$ cat src/rtl/serial_frame_receiver.sv
// Serial frame receiver: collects MSB-first frames on nrOfBits lanes into one parallel word.
// Latency: q/qValid are updated at the edge that accepts the last bit and are visible the next cycle.
// Backpressure: q is held until qValid & qReady. A frame that completes while q is still occupied is dropped and sets a sticky overrun flag.
// Optional feature SERIAL_FRAME_RX_PARITY_EN: adds one trailing even-parity bit per lane and drives parityError.
module serial_frame_receiver #(
    parameter int nrOfBits   = 1,
    parameter int nrOfStages = 8,
`ifdef SERIAL_FRAME_RX_PARITY_EN
    localparam int FrameLen  = nrOfStages + 1,
`else
    localparam int FrameLen  = nrOfStages,
`endif
    localparam int CntW      = $clog2(FrameLen + 1),
    localparam int WordW     = nrOfBits * nrOfStages
) (
    input  logic                clock,
    input  logic                reset,
    input  logic                tick,
    input  logic                shiftEnable,
    input  logic [nrOfBits-1:0] shiftIn,
    input  logic                frameStart,
    input  logic                clearOverrun,
    output logic [WordW-1:0]    q,
    output logic                qValid,
    input  logic                qReady,
    output logic                overrun,
    output logic                parityError,
    output logic [CntW-1:0]     bitCount
);

    logic [WordW-1:0] shift_q, shift_d;
    logic [WordW-1:0] hold_q, hold_d;
    logic [CntW-1:0]  cnt_q, cnt_d;
    logic             valid_q, valid_d;
    logic             ovr_q, ovr_d;
    logic             perr_q, perr_d;

    logic [WordW-1:0] shifted;
    logic [WordW-1:0] done_word;
    logic             perr_now;
    logic             acc;
    logic             consume;
    logic             complete;

    assign acc      = shiftEnable & tick;
    assign consume  = valid_q & qReady;
    // Completion needs a non-start bit landing in the last frame position.
    assign complete = acc & ~frameStart & (cnt_q == CntW'(FrameLen - 1));

    // Per-lane left shift with the new serial bit entering stage 0.
    always_comb begin
        shifted = '0;
        for (int n = 0; n < nrOfBits; n++) begin
            shifted[n*nrOfStages +: nrOfStages] =
                {shift_q[n*nrOfStages +: nrOfStages-1], shiftIn[n]};
        end
    end

`ifdef SERIAL_FRAME_RX_PARITY_EN
    // The last bit is the parity bit, so the data word is the register as it stands.
    always_comb begin
        done_word = shift_q;
        perr_now  = 1'b0;
        for (int n = 0; n < nrOfBits; n++) begin
            perr_now = perr_now | ((^shift_q[n*nrOfStages +: nrOfStages]) ^ shiftIn[n]);
        end
    end
`else
    // Without parity the final data bit is part of the word delivered at completion.
    always_comb begin
        done_word = shifted;
        perr_now  = 1'b0;
    end
`endif

    // Next-state for the shift register, bit counter and output holding register.
    always_comb begin
        shift_d = shift_q;
        cnt_d   = cnt_q;
        hold_d  = hold_q;
        valid_d = valid_q & ~consume;
        ovr_d   = ovr_q & ~clearOverrun;
        perr_d  = perr_q;

        if (acc) begin
            shift_d = shifted;
        end

        if (frameStart) begin
            // Resync: any partial frame is discarded silently.
            cnt_d = acc ? CntW'(1) : '0;
        end else if (complete) begin
            cnt_d = '0;
        end else if (acc) begin
            cnt_d = cnt_q + CntW'(1);
        end

        if (complete) begin
            if (!valid_q || consume) begin
                hold_d  = done_word;
                valid_d = 1'b1;
                perr_d  = perr_now;
            end else begin
                // Holding register still occupied: drop the new word, set wins over clear.
                ovr_d = 1'b1;
            end
        end
    end

    // State registers with synchronous reset taking priority over everything.
    always_ff @(posedge clock) begin
        if (reset) begin
            shift_q <= '0;
            cnt_q   <= '0;
            hold_q  <= '0;
            valid_q <= 1'b0;
            ovr_q   <= 1'b0;
            perr_q  <= 1'b0;
        end else begin
            shift_q <= shift_d;
            cnt_q   <= cnt_d;
            hold_q  <= hold_d;
            valid_q <= valid_d;
            ovr_q   <= ovr_d;
            perr_q  <= perr_d;
        end
    end

    assign q           = hold_q;
    assign qValid      = valid_q;
    assign overrun     = ovr_q;
    assign parityError = perr_q;
    assign bitCount    = cnt_q;

endmodule

$ cat config.mk
export PLATFORM = sky130hd
export DESIGN_NAME = serial_frame_receiver
export DESIGN_NICKNAME = d
export VERILOG_FILES = /design/src/rtl/serial_frame_receiver.sv
export SDC_FILE = /design/constraint.sdc
export NUM_CORES = 1
export LEC_CHECK = 0
export BUFFER_PORTS_ARGS = -buffer_cell sky130_fd_sc_hd__buf_2
export CAP_MARGIN = 0
export CORE_AREA = 5 5 49 51
export CTS_BUF_LIST = sky130_fd_sc_hd__clkbuf_4 sky130_fd_sc_hd__clkbuf_8
export CTS_CLUSTER_DIAMETER = 60
export DETAILED_ROUTE_END_ITERATION = 12
export DIE_AREA = 0 0 54 56
export HOLD_SLACK_MARGIN = 0.1
export PLACE_DENSITY = 0.72
export SLEW_MARGIN = 20
export SYNTH_ARGS = -nofsm -noshare
export SYNTH_HDL_FRONTEND = slang
export SYNTH_SLANG_ARGS = --single-unit
$ cat constraint.sdc
create_clock -name clock -period 2.85 [get_ports clock]
set_input_delay 0.1425 -clock clock [delete_from_list [all_inputs] [get_ports clock]]
set_output_delay 0.1425 -clock clock [all_outputs]
set_load 0.01 [all_outputs]
==> metrics.cfg <==
[routing]
postRouteAntennaNets = 0
firstDrtPassIters = 4
routedWlPerCell_um = 11.0
vias = 681
drtIter0Drc = 17
totalWireLength_um = 1600
viasPerCell = 4.70
drc = 0

[die]
ios = 23
coreArea_um2 = 1900
initial_core_util_pct = 47.2
dieArea_um2 = 3020
rows = 16
die_x_um = 54
die_y_um = 56

[pwr]
pwr-share-clk_pct = 29.5
swShare_pct = 22.3
p_seq_share_pct = 63.7
p_leak_uw = 0.000416
internal_power_uw = 362
pwr-share-comb_pct = 6.7
powerDensity_nw_per_um2 = 438
p_sw_uw = 104
ir_worst_vdd_v = 0.000216

[setup_path]
crit_buf_inv = 0
crit_start = bitCount[1]
rrSetupSlack_ns = 1.25
crit_fanout = 8
critPathCapture = q[7]
reg2reg_to = q[7]
cp-start-kind = register
path_depth = 4
crit_arrival_ns = 1.83
worst_r2r_path_depth = 4
crit_type = reg -> reg
r2r_start = bitCount[1]
crit_path_cell_trace = ha_1, nand3_1, and4bb_1, mux2i_1
crit_path_max_incr_delay_ns = 0.59
crit_family = simple AND/OR/NAND/NOR gates
cp-end-kind = register
slowest_stage = and4bb_1
required_ns = 3.08

[clock_network]
clkLatencyLatePin_ns = 0.29
post_cts_buffers = 0
htree_levels = 1
path_clk_slew_ns = 0.12
cts-root-buf = clkbuf_4
cts_tree = yes
cts.path.max_buffers = 2
clkSinkCount = 21
cts_made_buffers = 3

[yosys]
ys_seq_area_share_pct = 46.8
netlist.area_leader.share_pct = 46.8
netlist_instances = 96
synth_top_area_cell = dfxtp_1
syn_area_per_cell_um2 = 9.36
postSynthRegisterBits = 21
syn_area_um2 = 898
syn-num-nets = 105
yosysWarnings = 0
yosysUniqueCellTypes = 26
synth.area.top_cells = dfxtp_1 47%, nand2b_1 12%, mux2i_1 10%

[sta]
whs_ns = 0.166
slew_violations = 0
hold_viol_final = 0
timing.final.crit_period_ns = 1.60
finalSetupViolations = 0
post-route-period-util_pct = 56.3
clock_skew_ns = 0.00449
fmaxAchievable_mhz = 624
tns_ns = 0
rsz0062_at_grt = no

[finish]
multi_input_area_um2 = 443
insertedDiodeCount = 0
drive_above_1_share_pct = 24.6
fillers = 183
seqCellArea_um2 = 420
final_core_util_pct = 55.9
area_growth_pct = 18.4
finalNetCount = 128

[global_route]
overflow = 0
grt_pass1_vias = 645
antenna_found_initial = 0
grt_pass1_wl_um = 2790
grt_max_degree = 31
grt_use_total_pct = 12.1

[place]
gp_congestion = 0.802
place_hpwl_um = 1140
io_buffers = 21

[worst_hold_path]
hp-class = in -> reg
min_from = qReady

[job]
maxCapViolations = 0

[status]
outcome = complete, no violations

metal layers:
layer / wire [um] / track usage [%] / part of all wire, % / vias up
li1: - / - / - / 362
met1: 756 / 15.4 / 47 / 307
met2: 758 / 18.5 / 47 / 10
met3: 68 / 3.22 / 4.3 / 2
met4: 13 / 5.34 / 0.81 / 0
met5: 0 / 0 / 0 / -
stage by stage:
stage                     setup slack [ns]  instance area [um2]  total power [uW]  cells
after detailed placement              1.23                 1010               332    138
after floorplan                       1.48                  898               323     96
final                                 1.25                 1060               466    145
after CTS                             1.21                 1060               470    145
after global placement                1.30                 1010               331    138
after global routing                  1.09                 1060               493    145
how the worst min path moves through the flow:
stage                     depth (start not counted)  slack, ns           to
after floorplan                                   1       0.22  bitCount[3]
after global placement                            2       0.39  bitCount[3]
after detailed placement                          2       0.39  bitCount[3]
after CTS                                         3       0.16       qValid
after global routing                              3       0.16       qValid
final                                             3       0.17       qValid
flip-flops by register name, summed over array words and instances, names as in the netlist:
signal / flops
shift_q: 7
bitCount: 4
overrun: 1
qValid: 1
q: 8
power groups by stage:
stage / clock network (uW) / registers [uW] / logic (uW)
final: 137 / 297 / 31.4
after global routing: 161 / 298 / 34.6
after CTS: 142 / 297 / 31.6
after detailed placement: 0 / 304 / 28.4
after global placement: 0 / 304 / 27.9
after floorplan: 0 / 304 / 18.8
timing repair:
action | 4_1_cts | 5_1_grt
hold buffers | 3 | 0
gates resized for setup | 0 | 0
endpoints found under the hold margin | 5 | 0
cells in the mapped netlist (all sizes together):
| master | n |
|---|---|
| dfxtp | 21 |
| nand2b | 17 |
| nand2 | 15 |
| mux2i | 9 |
| a21oi | 8 |
| buf | 3 |
| clkbuf | 3 |
| nand3 | 2 |
| nor3 | 2 |
| xnor2 | 2 |
| a211oi | 1 |
| and2 | 1 |
| and3b | 1 |
| and4bb | 1 |
| conb | 1 |
| ha | 1 |
| inv | 1 |
| nand4 | 1 |
| nor2 | 1 |
| nor2b | 1 |
| o21ai | 1 |
| o31ai | 1 |
| or3b | 1 |
| or4 | 1 |
placed cells by master, fill, tap and decap left out:
master	count
a211oi_2	1
o21ai_1	1
nand3_1	2
xnor2_1	2
mux2i_1	9
buf_2	21
or4_4	1
nand2b_1	17
dfxtp_1	21
nand4_1	1
and3b_1	1
ha_1	1
nand2_1	14
or3b_2	1
and2_1	1
dlygate4sd3_1	3
inv_1	1
o31ai_1	1
conb_1	1
clkinv_2	1
clkbuf_4	3
nor3_1	2
a21oi_1	8
nand2_4	1
and4bb_1	1
nor2b_1	1
nor2_1	1
cell families after synthesis:
kind of cell,synth area share (%)
AND/OR/NAND/NOR,28.3
buffers and inverters,3.90
XOR/XNOR,1.95
AO/OA/AOI/OAI,7.24
adder cells (fa/ha/maj),1.39
multiplexers,10.0
other,0.417
flip-flops,46.8
worst register-to-register path: stages, from the launching register on:
cell	delay, ns
dfxtp_1	0.39
ha_1	0.20
nand3_1	0.12
and4bb_1	0.59
mux2i_1	0.25
cell type report:
class                      instances  share of cell area [%]
inverter                           1                   0.353
tap                               27                    3.18
multi-input combinational         68                    41.6
timing repair buffer              24                    12.7
sequential                        21                    39.5
clock inverter                     1                   0.471
clock buffer                       3                    2.12
Power figures use the tool's default switching activity.
